### src/rtl/cpu_if_pkg.sv
// rtl/cpu_if_pkg.sv - shared fetch-stage types and constants; CPU_IF_HALT_EN adds the halted state
package cpu_if_pkg;

  localparam logic [31:0] RESET_PC_DEFAULT = 32'h0000_3000;
  localparam logic [31:0] NOP              = 32'h0000_0000;

  typedef enum logic [1:0] {
    ST_FETCH,
    ST_HOLD,
    ST_DRAIN
`ifdef CPU_IF_HALT_EN
    , ST_HALTED
`endif
  } if_state_t;

  function automatic logic [31:0] word_align(input logic [31:0] addr);
    return {addr[31:2], 2'b00};
  endfunction

endpackage

### src/rtl/if_skid_buf.sv
// rtl/if_skid_buf.sv - one-entry PC + instruction holding register with load and clear
module if_skid_buf
  import cpu_if_pkg::*;
(
  input  logic        clk,
  input  logic        clr_n,
  input  logic        load,
  input  logic        clear,
  input  logic [31:0] pc_in,
  input  logic [31:0] ins_in,
  output logic [31:0] pc,
  output logic [31:0] ins
);

  always_ff @(posedge clk or negedge clr_n) begin
    if (!clr_n) begin
      pc  <= 32'h0;
      ins <= NOP;
    end else if (clear) begin
      pc  <= 32'h0;
      ins <= NOP;
    end else if (load) begin
      pc  <= pc_in;
      ins <= ins_in;
    end
  end

endmodule

### src/rtl/cpu_if.sv
// rtl/cpu_if.sv - instruction fetch stage with skid buffer and redirect drain; CPU_IF_HALT_EN adds halt
module cpu_if
  import cpu_if_pkg::*;
#(
  parameter logic [31:0] RESET_PC = RESET_PC_DEFAULT
) (
  input  logic        clk,
  input  logic        clr_n,
  input  logic        stall,
  input  logic        redirect_en,
  input  logic [31:0] redirect_pc,
`ifdef CPU_IF_HALT_EN
  input  logic        halt,
`endif
  output logic        imem_req,
  output logic [31:0] imem_addr,
  input  logic        imem_ready,
  input  logic [31:0] imem_rdata,
  output logic [31:0] current_pc,
  output logic [31:0] ins,
  output logic        ins_valid
);

  if_state_t   state;
  logic [31:0] pc_r;
  logic [31:0] drain_addr;
  logic [31:0] buf_pc;
  logic [31:0] buf_ins;
  logic [31:0] target;
  logic        buf_load;
  logic        buf_clear;
  logic        halt_take;

`ifdef CPU_IF_HALT_EN
  logic halt_pend;
  logic halt_drain;
  assign halt_take  = halt && (state == ST_FETCH || state == ST_HOLD);
  assign halt_drain = (halt || halt_pend) && state == ST_DRAIN && imem_ready;
`else
  assign halt_take  = 1'b0;
`endif

  assign target    = word_align(redirect_pc);
  assign imem_req  = (state == ST_FETCH) || (state == ST_DRAIN);
  // DRAIN must keep presenting the abandoned address while pc_r already holds the new target
  assign imem_addr = (state == ST_DRAIN) ? drain_addr : pc_r;

  assign buf_load  = (state == ST_FETCH) && imem_ready && stall && !redirect_en && !halt_take;
  assign buf_clear = redirect_en || halt_take || (state == ST_HOLD && !stall);

  if_skid_buf u_skid (
    .clk    (clk),
    .clr_n  (clr_n),
    .load   (buf_load),
    .clear  (buf_clear),
    .pc_in  (pc_r),
    .ins_in (imem_rdata),
    .pc     (buf_pc),
    .ins    (buf_ins)
  );

  always_ff @(posedge clk or negedge clr_n) begin
    if (!clr_n) begin
      state      <= ST_FETCH;
      pc_r       <= RESET_PC;
      drain_addr <= RESET_PC;
      current_pc <= 32'h0;
      ins        <= NOP;
      ins_valid  <= 1'b0;
`ifdef CPU_IF_HALT_EN
      halt_pend  <= 1'b0;
`endif
    end else begin
`ifdef CPU_IF_HALT_EN
      halt_pend <= (state == ST_DRAIN) && (halt || halt_pend) && !imem_ready;
`endif
      case (state)
        ST_FETCH: begin
`ifdef CPU_IF_HALT_EN
          if (halt_take) begin
            state      <= ST_HALTED;
            current_pc <= pc_r;
            ins        <= NOP;
            ins_valid  <= 1'b0;
          end else
`endif
          if (redirect_en) begin
            pc_r       <= target;
            current_pc <= target;
            ins        <= NOP;
            ins_valid  <= 1'b0;
            if (!imem_ready) begin
              drain_addr <= pc_r;
              state      <= ST_DRAIN;
            end
          end else if (imem_ready) begin
            pc_r <= pc_r + 32'd4;
            if (stall) begin
              state <= ST_HOLD;
            end else begin
              current_pc <= pc_r;
              ins        <= imem_rdata;
              ins_valid  <= 1'b1;
            end
          end else if (!stall) begin
            current_pc <= pc_r;
            ins        <= NOP;
            ins_valid  <= 1'b0;
          end
        end
        ST_HOLD: begin
`ifdef CPU_IF_HALT_EN
          if (halt_take) begin
            state      <= ST_HALTED;
            current_pc <= pc_r;
            ins        <= NOP;
            ins_valid  <= 1'b0;
          end else
`endif
          if (redirect_en) begin
            pc_r       <= target;
            current_pc <= target;
            ins        <= NOP;
            ins_valid  <= 1'b0;
            state      <= ST_FETCH;
          end else if (!stall) begin
            current_pc <= buf_pc;
            ins        <= buf_ins;
            ins_valid  <= 1'b1;
            state      <= ST_FETCH;
          end
        end
        ST_DRAIN: begin
`ifdef CPU_IF_HALT_EN
          if (halt_drain) begin
            state      <= ST_HALTED;
            ins        <= NOP;
            ins_valid  <= 1'b0;
          end else
`endif
          if (redirect_en) begin
            pc_r       <= target;
            current_pc <= target;
            ins        <= NOP;
            ins_valid  <= 1'b0;
          end else if (imem_ready) begin
            state <= ST_FETCH;
          end
        end
`ifdef CPU_IF_HALT_EN
        ST_HALTED: begin
          ins       <= NOP;
          ins_valid <= 1'b0;
        end
`endif
        default: state <= ST_FETCH;
      endcase
    end
  end

endmodule

### config.mk
export PLATFORM = sky130hd
export DESIGN_NAME = cpu_if
export DESIGN_NICKNAME = d
export VERILOG_FILES = /design/src/rtl/cpu_if_pkg.sv /design/src/rtl/if_skid_buf.sv /design/src/rtl/cpu_if.sv
export SDC_FILE = /design/constraint.sdc
export NUM_CORES = 1
export LEC_CHECK = 0
export CAP_MARGIN = 20
export CELL_PAD_IN_SITES_DETAIL_PLACEMENT = 1
export CELL_PAD_IN_SITES_GLOBAL_PLACEMENT = 1
export CORE_MARGIN = 2
export CORE_UTILIZATION = 41
export DETAILED_ROUTE_END_ITERATION = 16
export PLACE_DENSITY = 0.8
export SYNTH_ARGS = -nofsm -noshare
export SYNTH_HDL_FRONTEND = slang
export SYNTH_SLANG_ARGS = --single-unit
### constraint.sdc
create_clock -name clk -period 3 [get_ports clk]
set_clock_uncertainty 0.15 [all_clocks]
set_input_delay 0.6 -clock clk [delete_from_list [all_inputs] [get_ports clk]]
set_output_delay 0.6 -clock clk [all_outputs]
set_load 0.05 [all_outputs]
Yosys cells after proc, flatten, opt, wreduce, memory -nomap -nowiden
Index checks and enable logic that the tools add are counted.

operators by class
  multiplexer cells = 38
  bitwise gates (word level) = 1
  $add $sub $neg = 1
  equality and inequality tests = 12
  reduce and logical (&&, ||, !) cells = 18

operator list
  kind                   count
  $mux 32                19
  $pmux 32 s3            2
  $pmux 32 s2            1
  $add 32x3->32 const B  1
  $mux 2                 8
  $ne 3x3->1 const B     5
  $reduce_and 3->1       3
  $mux 1                 6
  $ne 2x2->1 const B     3
  $pmux 2 s3             1
  $reduce_and 6->1       1
  $logic_and 1x1->1      4
  $ne 4x4->1 const B     1
  $reduce_and 4->1       1
  $reduce_bool 2->1      2
  $pmux 1 s3             1
  $reduce_bool 3->1      1
  $eq 2x1->1 const B     1
  $eq 2x2->1 const B     1
  $logic_not 1->1        2
  $logic_not 2->1        1
  $logic_or 1x1->1       2
  $ne 2x1->1 const B     1
  $reduce_or 2->1        1
  $not 1->1              1

storage, ports and cells
  bits of input ports = 69
  bits in registers = 195
  word-level logic and storage cells = 78

Logic depth before layout (Yosys ltp)
Gate-level depths: netlist (run 1).

  depth after elaboration = 6
  depth in mapped cells = 9
  depth with buffers taken out = 7

Modules after synthesis
A second synthesis (run 1) with hierarchy kept.

second synthesis, totals
  cell total of the unflattened synthesis = 1,020
  area, all modules = 10,047.1 um^2

by module, submodules not included
  module       cells an instance  area an instance (um^2)  seq. area each (um^2)  instances
  cpu_if       814                7,435.9                  3,183.1                1
  if_skid_buf  206                2,611.3                  1,601.5                1

Worst setup path before layout (run 1)
Ideal clock, no wire load.

  kind = register to output
  from = register state[0]
  to = output imem_addr[11]
  cell stages (with the launch flop) = 6
  arrival = 2.064 ns
  setup slack = 0.186 ns
  path buffers = 2
  cells stage by stage = dfrtp_1 > inv_1 > ha_1 > clkbuf_1 > clkbuf_1 > o21ai_0

on the way
  word-level cells in the longest chain between the ends = 2

ends and longest elaborated chain
  element                 line          RTL
  from (decl)             cpu_if.sv:24  if_state_t state;
  from (signal assigned)  cpu_if.sv:64  state <= ST_FETCH;
  from (signal assigned)  cpu_if.sv:94  state <= ST_DRAIN;
  from (signal assigned)  cpu_if.sv:99  state <= ST_HOLD;
  $eq 2x2->1              cpu_if.sv:46  assign imem_addr = (state == ST_DRAIN) ? drain_addr : pc_r;
  $mux 32                 cpu_if.sv:46
  to (decl)               cpu_if.sv:16  output logic [31:0] imem_addr,

Every way passes these cells.

Final worst setup path (run 1)
  from = register state[0]
  to = output imem_addr[6]

Same word-level chain as after synthesis.

==> results_dict.tcl, run 1 <==
set metrics [dict create \
    route.met2.wl_um 15200 \
    cap_viol_max_count 0 \
    grt_max_degree 68 \
    worstHoldPathType "reg -> reg" \
    root_buffer "clkbuf_16" \
    total_leakage_power_nw 5.22 \
    drtPass1Iterations 6 \
    synthArstFlopShare_pct 100 \
    pwr-share-seq_pct 29.1 \
    hold_viol 0 \
    syn_to_final_growth_pct 26.8 \
    synth-seq-cells 189 \
    htreeDepth 4 \
    relSlewSlack_pct 33.9 \
    yosysUniqueCellTypes 64 \
    power.net_switching_mw 7.23 \
    finalSetupViolations 0 \
    fp.coreArea_um2 22800 \
    wl_met1_um 13300 \
    cts_buffer_depth 2 \
    wl_um 30700 \
    dr.first_iter.drc_count 637 \
    synth.avg_cell_area_um2 10.3 \
    ctsResizeCount 0 \
    crit_arrival_ps 2120 \
    viasPerCell 6.05 \
    top_layer "met4" \
    ys_top_cells_by_area "dfrtp_1 (48%), a22o_1 (5.7%), a21oi_1 (5.0%)" \
    synth_edf_count 0 \
    cpPeakStageDelay_ps 430 \
    worst_slack_ps 129 \
    antenna_found_initial 1 \
    synth_area_um2 9600 \
    initial_core_util_pct 42.0 \
    fin_tns_setup_ps 0 \
    p_clk_share_pct 16.1 \
    dpl.cell_count 1357 \
    crit_top_cell "buf_4" \
    fp.dieArea_um2 24700 \
    die_y_um 157 \
    crit_type "reg -> out" \
    ys_warn_count 0 \
    status "finished clean" \
    wl_met3_um 1520 \
    grt_pass1_wl_um 48800 \
    ir_worst_vdd_mv 0.639 \
    powerDensity_nw_per_um2 1220 \
    worstPathMaxFanout 23 \
    critPathRequiredTime_ps 2250 \
    hold_buffers 1 \
    row_count 55 \
    startpoint_type "register" \
    cts_buffers 17 \
    numPortBuffers 162 \
    fmax_mhz 348 \
    slew_violations 0 \
    drt.antenna.violating_nets 0 \
    fin_crit_ps 2870 \
    seq_area_frac_synth_pct 49.3 \
    crit_slowest_cell "dfrtp_1" \
    swShare_pct 48.5 \
    clock_latency_ps 440 \
    finalNetCount 1138 \
    crit_chain "inv_1 -> ha_2 -> buf_4 -> mux2_2 -> buf_4" \
    endpoint_kind "primary output" \
    gp_congestion 0.821 \
    wl_per_cell_um 22.1 \
    dpl.hpwl_um 20200 \
    instances_no_fill 1391 \
    vias 8410 \
    track_usage_pct 25.3 \
    synth_flop_cell "dfrtp_1" \
    synth_top_area_cell "dfrtp_1" \
    grt_pass1_vias 8896 \
    clk_pin_slew_ps 70 \
    power.internal_mw 7.66 \
    period_share_pct 95.7 \
    hold_slack_ps 338 \
    pre_cts_ws_ps 323 \
    synth_cells 936 \
    power_mw 14.9 \
    fillers 2521 \
    cts.sinks 189 \
    drc 0 \
    worstMarginPinSlew_ps 989 \
    cp.buffers_inverters 3 \
    power_frac_comb_pct 54.8 \
    overflow 0 \
    die_w_um 157 \
    rsz0062_at_grt "false" \
    synth_top_area_share_pct 48.2 \
    cts_setup_buffers 0 \
    ios 167 \
    drive_gt1_share_pct 15.4 \
    critical_path.top_delay_family "buffers and inverters" \
    cts_tree "done" \
]
-- layout by cell type (no fill, tap or decap), drive strengths merged, types with 7 or more instances in the layout --
cell / Yosys / final
and3: 10 / 10
clkbuf: 62 / 20
o21ai: 29 / 29
o22ai: 10 / 10
a221oi: 9 / 9
nor2: 95 / 95
inv: 12 / 15
a22o: 62 / 62
and2: 7 / 7
a21oi: 95 / 95
a32oi: 9 / 9
dfrtp: 185 / 185
a22oi: 35 / 35
nor3: 15 / 15
nand2: 34 / 34
a31oi: 15 / 15
a222oi: 17 / 17
clkdlybuf4s50: 0 / 129
buf: 36 / 75
nand4: 12 / 12
mux2: 73 / 73
mux2i: 23 / 23
nand3: 22 / 22
-- state kept, by name (all words and copies together), names as in the netlist --
register and count:
drain_addr 30, current_pc 31, u_skid.pc 31, state 2, u_skid.ins 32, ins 32
ins_valid 1, pc_r 30
-- worst min-delay path, cell delays in order, from the launching register on --
cell     delay, ps
dfrtp_1        350
nand2_1         50
o21ai_0         60
-- routing by layer --
metal / up-vias / track usage (%)
li1: 3751 / -
met1: 4342 / 33.7
met2: 279 / 42.3
met3: 38 / 4.35
met4: 0 / 8.01
met5: - / 0
-- worst paths after layout --
path	slack, ps	from	cells after the start	endpoint
worst max-delay path	130	state[0]	5	imem_addr[6]
worst min-delay path	340	drain_addr[11]	2	drain_addr[11]
worst max register to register	310	state[1]	7	ins[13]
worst min register to register	340	drain_addr[11]	2	drain_addr[11]
max in group asynchronous	1470	clr_n	3	pc_r[12]
min in group asynchronous	530	clr_n	2	u_skid.pc[19]
-- metrics by stage --
stage	util [%]	area [µm²]
5_1_grt	53.3	12200
4_1_cts	53.3	12200
2_1_floorplan	-	9610
3_3_place_gp	50.6	11600
6_report	53.3	12200
3_5_place_dp	50.6	11600
-- cell families after synthesis --
| family | Yosys count | synth area share, % |
|---|---|---|
| flops | 189 | 49.3 |
| buf+inv | 110 | 4.91 |
| fa+ha+maj | 5 | 0.652 |
| other cells | 1 | 0.0391 |
| mux | 96 | 11.0 |
| simple gates | 224 | 11.6 |
| compound gates | 311 | 22.5 |
-- power by group through the flow --
stage               sequential [mW]  clock [mW]  combinational, mW
floorplan                      5.27           0               4.42
global placement               4.27           0               7.94
detailed placement             4.34           0               8.14
CTS                            4.32        2.42               8.19
global route                   4.47        2.52               8.69
finish                         4.34        2.39               8.15
-- final cells by class --
class	instances	area (µm²)	share of cell area (%)
repair buffers	206	1980	16.2
diodes	1	2.50	0.0206
well taps	313	392	3.22
flip-flops and latches	189	4730	38.9
inverters	12	45.0	0.370
clock buffers	19	443	3.64
multi-input cells	638	4420	36.3
clock inverters	13	161	1.33
-- cells in the mapped netlist (3+ instances only) --
| library cell | number |
|---|---|
| dfrtp_1 | 185 |
| a21oi_1 | 95 |
| nor2_1 | 93 |
| a22o_1 | 62 |
| clkbuf_1 | 62 |
| mux2_2 | 37 |
| mux2_1 | 36 |
| a22oi_1 | 35 |
| nand2_1 | 34 |
| buf_2 | 23 |
| mux2i_1 | 23 |
| nand3_1 | 20 |
| a222oi_1 | 17 |
| o21ai_0 | 17 |
| a31oi_1 | 15 |
| nand4_1 | 12 |
| o21ai_1 | 12 |
| nor3_1 | 11 |
| and3_1 | 10 |
| inv_1 | 10 |
| o22ai_1 | 10 |
| a221oi_1 | 9 |
| a32oi_1 | 9 |
| and2_1 | 7 |
| buf_1 | 6 |
| buf_4 | 6 |
| ha_1 | 5 |
| o211ai_1 | 5 |
| a21o_1 | 4 |
| and4_1 | 4 |
| dfstp_2 | 4 |
| nor2b_1 | 4 |
| nor3_2 | 4 |
| a211o_1 | 3 |
| a311oi_1 | 3 |
| nand3b_1 | 3 |
| or2_1 | 3 |
(Power assumes the default switching activity.)
==> inputs of run 2 (changes only) <==
--- a/config.mk
+++ b/config.mk
@@ -6,12 +6,11 @@
 export NUM_CORES = 1
 export LEC_CHECK = 0
 export CAP_MARGIN = 20
-export CELL_PAD_IN_SITES_DETAIL_PLACEMENT = 1
-export CELL_PAD_IN_SITES_GLOBAL_PLACEMENT = 1
 export CORE_MARGIN = 2
-export CORE_UTILIZATION = 41
+export CORE_UTILIZATION = 43
 export DETAILED_ROUTE_END_ITERATION = 16
-export PLACE_DENSITY = 0.8
+export DONT_BUFFER_PORTS = 1
+export PLACE_DENSITY = 0.58
 export SYNTH_ARGS = -nofsm -noshare
 export SYNTH_HDL_FRONTEND = slang
 export SYNTH_SLANG_ARGS = --single-unit
==> results_dict.tcl, run 2 (synthesis results as in run 1) <==
set metrics [dict create \
    startpoint_type "register" \
    die_w_um 153 \
    cts_buffer_depth 2 \
    fillers 2032 \
    power_mw 13.5 \
    vias 7330 \
    grt_max_degree 190 \
    final_common_cell "dfrtp_1" \
    most-common-layout-cells "dfrtp_1 (185), a21oi_1 (95), nor2_1 (92)" \
    status "complete, but fails checks" \
    wl_per_cell_um 22.4 \
    wl_um 26500 \
    ctsResizeCount 0 \
    row_count 54 \
    gp_congestion 0.790 \
    relSlewSlack_pct 36.1 \
    rsz0062_at_grt "false" \
    ir_worst_vdd_mv 0.474 \
    cts_buffers 17 \
    fp.dieArea_um2 23500 \
    reg_top3 "ins (32), u_skid.ins (32)" \
    dpl.hpwl_um 16700 \
    grt_pass1_wl_um 42400 \
    r2r_end "ins[19]" \
    fin_util_pct 48.0 \
    cap_viol_max_count 0 \
    endpoint_kind "primary output" \
    grt_pass1_vias 7154 \
    dpl.cell_count 1152 \
    fmax_mhz 358 \
    cts_setup_buffers 0 \
    fin_tns_setup_ps 0 \
    dr.first_iter.drc_count 651 \
    drtPass1Iterations 8 \
    ios 167 \
    htreeDepth 4 \
    syn_to_final_growth_pct 9.41 \
    clock_latency_ps 440 \
    slew_violations 0 \
    cts.sinks 189 \
    initial_core_util_pct 43.9 \
    critPathRequiredTime_ps 2250 \
    finalSetupViolations 0 \
    worstHoldPathType "in -> async" \
    drt.antenna.violating_nets 0 \
    worstPathMaxFanout 28 \
    finalNetCount 965 \
    rrSetupSlack_ps 490 \
    fp.coreArea_um2 21900 \
    hold_slack_ps -290 \
    antenna_found_initial 0 \
    instances_no_fill 1185 \
    viasPerCell 6.19 \
    total_leakage_power_nw 4.52 \
    crit_arrival_ps 2040 \
    drc 0 \
    overflow 0 \
    period_share_pct 93.0 \
    track_usage_pct 22.7 \
    cts_tree "done" \
    crit_start "state[0]" \
    drive_gt1_share_pct 13.4 \
    numPortBuffers 0 \
    powerDensity_nw_per_um2 1280 \
    hold_viol 189 \
    worstMarginPinSlew_ps 958 \
    fin_crit_ps 2790 \
    violations "hold timing" \
    root_buffer "clkbuf_16" \
    clk_pin_slew_ps 70 \
    crit_type "reg -> out" \
    die_y_um 153 \
    r2r_cells 8 \
    reg2reg_from "state[1]" \
]
run 2: cell types whose count changed in the layout (fill, tap and decap cells not counted), moves of 2 or more:
cell and delta:
buf_12 -5, buf_4 -36, bufinv_16 +3, clkbuf_1 +2, clkbuf_8 -2, clkdlybuf4s50_1 -129, clkinv_2 -3, o21ai_0 -2
o21ai_1 +2
run 2: worst max path at each step:
stage	endpoint	slack, ps	depth (start not counted)
floorplan	imem_addr[11]	190	5
CTS	imem_addr[30]	170	4
finish	imem_addr[31]	210	4
detailed placement	ins[19]	490	8
global placement	ins[28]	530	8
global route	imem_addr[31]	90	4
run 2: power breakdown:
group / internal [mW] / total, mW / switching [mW]
Combinational: 1.75 / 5.17 / 3.42
Clock: 1.58 / 2.61 / 1.03
Sequential: 3.44 / 5.68 / 2.24
run 2: per-stage QoR:
step                      instance area [µm²]  setup slack, ps
final                                   10500              210
after floorplan                          9610              186
after global routing                    10500             88.2
after CTS                               10500              171
after detailed placement                 9840              487
after global placement                   9840              531
run 2: area by class of cell:
cell class,count,area [µm²],area share [%]
inverter,12,45.0,0.429
clock inverter,12,229,2.18
timing repair buffer,33,285,2.72
multi-input combinational,638,4420,42.1
antenna,1,2.50,0.0238
sequential,189,4730,45.1
clock buffer,20,437,4.16
tap,280,350,3.33
run 2: per-layer routing:
metal / share of wire (%) / global-route usage [%] / wire length [µm]
met3: 7.4 / 5.44 / 1960
met4: 1.4 / 5.99 / 373
met2: 46 / 34.1 / 12100
met1: 46 / 33.0 / 12100
met5: 0 / 0 / 0
run 2: worst max-delay path, stage by stage, from the launching register on:
cell     delay [ps]
dfrtp_1         410
inv_1           100
ha_2            190
buf_4           370
mux2_2          530
==> inputs of run 3 (changes only) <==
==> constraint.sdc (replaced) <==
create_clock -name clk -period 3.6 [get_ports clk]
set_clock_uncertainty 0.15 [all_clocks]
set_input_delay 0.72 -clock clk [delete_from_list [all_inputs] [get_ports clk]]
set_output_delay 0.72 -clock clk [all_outputs]
set_load 0.05 [all_outputs]
==> results_dict.tcl, run 3 (synthesis results as in run 1) <==
set metrics [dict create \
    drt.antenna.violating_nets 0 \
    reg2reg_from "state[0]" \
    relSlewSlack_pct 32.9 \
    fp.dieArea_um2 23500 \
    fin_tns_setup_ps 0 \
    final_common_cell "dfrtp_1" \
    hold_viol 185 \
    crit_arrival_ps 2310 \
    grt_max_degree 190 \
    crit_start "state[0]" \
    numPortBuffers 0 \
    antenna_found_initial 0 \
    drive_gt1_share_pct 12.8 \
    startpoint_type "register" \
    cts_tree "done" \
    cts.sinks 189 \
    die_w_um 153 \
    drtPass1Iterations 5 \
    critPathRequiredTime_ps 2730 \
    overflow 0 \
    ctsResizeCount 0 \
    fin_area_um2 10300 \
    endpoint_kind "primary output" \
    cap_viol_max_count 0 \
    reg_top3 "ins (32), u_skid.ins (32)" \
    fin_crit_ps 3180 \
    multiInputGateArea_um2 4420 \
    worstMarginPinSlew_ps 1000 \
    rrSetupSlack_ps 710 \
    r2r_end "current_pc[12]" \
    viasPerCell 6.21 \
    fp.coreArea_um2 21900 \
    cts_buffer_depth 2 \
    grt_pass1_vias 7145 \
    powerDensity_nw_per_um2 1050 \
    worstHoldPathType "in -> async" \
    row_count 54 \
    violations "hold timing" \
    worstPathMaxFanout 21 \
    grt_pass1_wl_um 42100 \
    track_usage_pct 22.4 \
    drc 0 \
    most-common-layout-cells "dfrtp_1 (185), a21oi_1 (95), nor2_1 (92)" \
    clock_latency_ps 430 \
    cts_buffers 17 \
    status "complete, but fails checks" \
    rsz0062_at_grt "false" \
    power_mw 10.9 \
    vias 7290 \
    wl_per_cell_um 22.3 \
    period_share_pct 88.4 \
    dpl.hpwl_um 16100 \
    finalNetCount 955 \
    dr.first_iter.drc_count 639 \
    cts_setup_buffers 0 \
    root_buffer "clkbuf_16" \
    fillers 2070 \
    total_leakage_power_nw 4.41 \
    finalSetupViolations 0 \
    wl_um 26200 \
    dpl_cell_area_um2 9740 \
    htreeDepth 4 \
    ir_worst_vdd_mv 0.457 \
    initial_core_util_pct 43.9 \
    n_antenna_cell 0 \
    gp_congestion 0.771 \
    slew_violations 0 \
    die_y_um 153 \
    fmax_mhz 314 \
    r2r_cells 8 \
    ios 167 \
    ff_latch_area_um2 4730 \
    crit_type "reg -> out" \
    syn_to_final_growth_pct 7.49 \
    hold_slack_ps -168 \
    clk_pin_slew_ps 70 \
]
==> run 3: cell count changes in the layout (fill, tap and decap cells not counted), sizes merged <==
cell      change
buf          -10
bufinv        -5
clkinvlp      +4
clkbuf        -3
clkinv        +3
diode         -1
inv           +1
==> run 3: worst max-delay path: stages (launching register included) <==
cell	delay, ps
dfrtp_1	420
inv_1	100
ha_2	540
buf_4	330
mux2_2	490
==> run 3: worst max-delay path by stage <==
stage,to,slack (ps)
2_1_floorplan,imem_addr[11],670
5_1_grt,imem_addr[9],310
4_1_cts,imem_addr[10],380
3_3_place_gp,drain_addr[8],780
3_5_place_dp,pc_r[26],740
6_report,imem_addr[10],420
==> run 3: final cells by class <==
| type | instances | share of cell area, % |
|---|---|---|
| clock inverters | 15 | 1.54 |
| multi-input cells | 638 | 42.8 |
| well taps | 280 | 3.39 |
| clock buffers | 17 | 4.12 |
| inverters | 12 | 0.436 |
| flip-flops and latches | 189 | 45.9 |
| repair buffers | 23 | 1.79 |
==> run 3: power breakdown <==
| group | switching (mW) | internal [mW] | leakage (nW) |
|---|---|---|---|
| logic | 2.78 | 1.41 | 1.73 |
| clock network | 0.916 | 0.981 | 0.275 |
| registers | 1.93 | 2.86 | 2.41 |
| total | 5.62 | 5.25 | 4.41 |
==> run 3: stage by stage <==
step	hold WS, ps	setup WS (ps)	util (%)	std cells
2_1_floorplan	274	666	-	937
3_3_place_gp	284	780	44.5	1142
3_5_place_dp	282	737	44.5	1142
4_1_cts	-183	382	47.1	1174
5_1_grt	-190	315	47.1	1174
6_report	-168	419	47.1	1174
==> run 3: layer usage <==
metal	share of wire [%]	vias to the layer above	global-route usage [%]
li1	-	3379	-
met1	45	3641	32.4
met2	46	248	33.9
met3	7.8	22	5.98
met4	1.2	0	5.11
met5	0	-	0
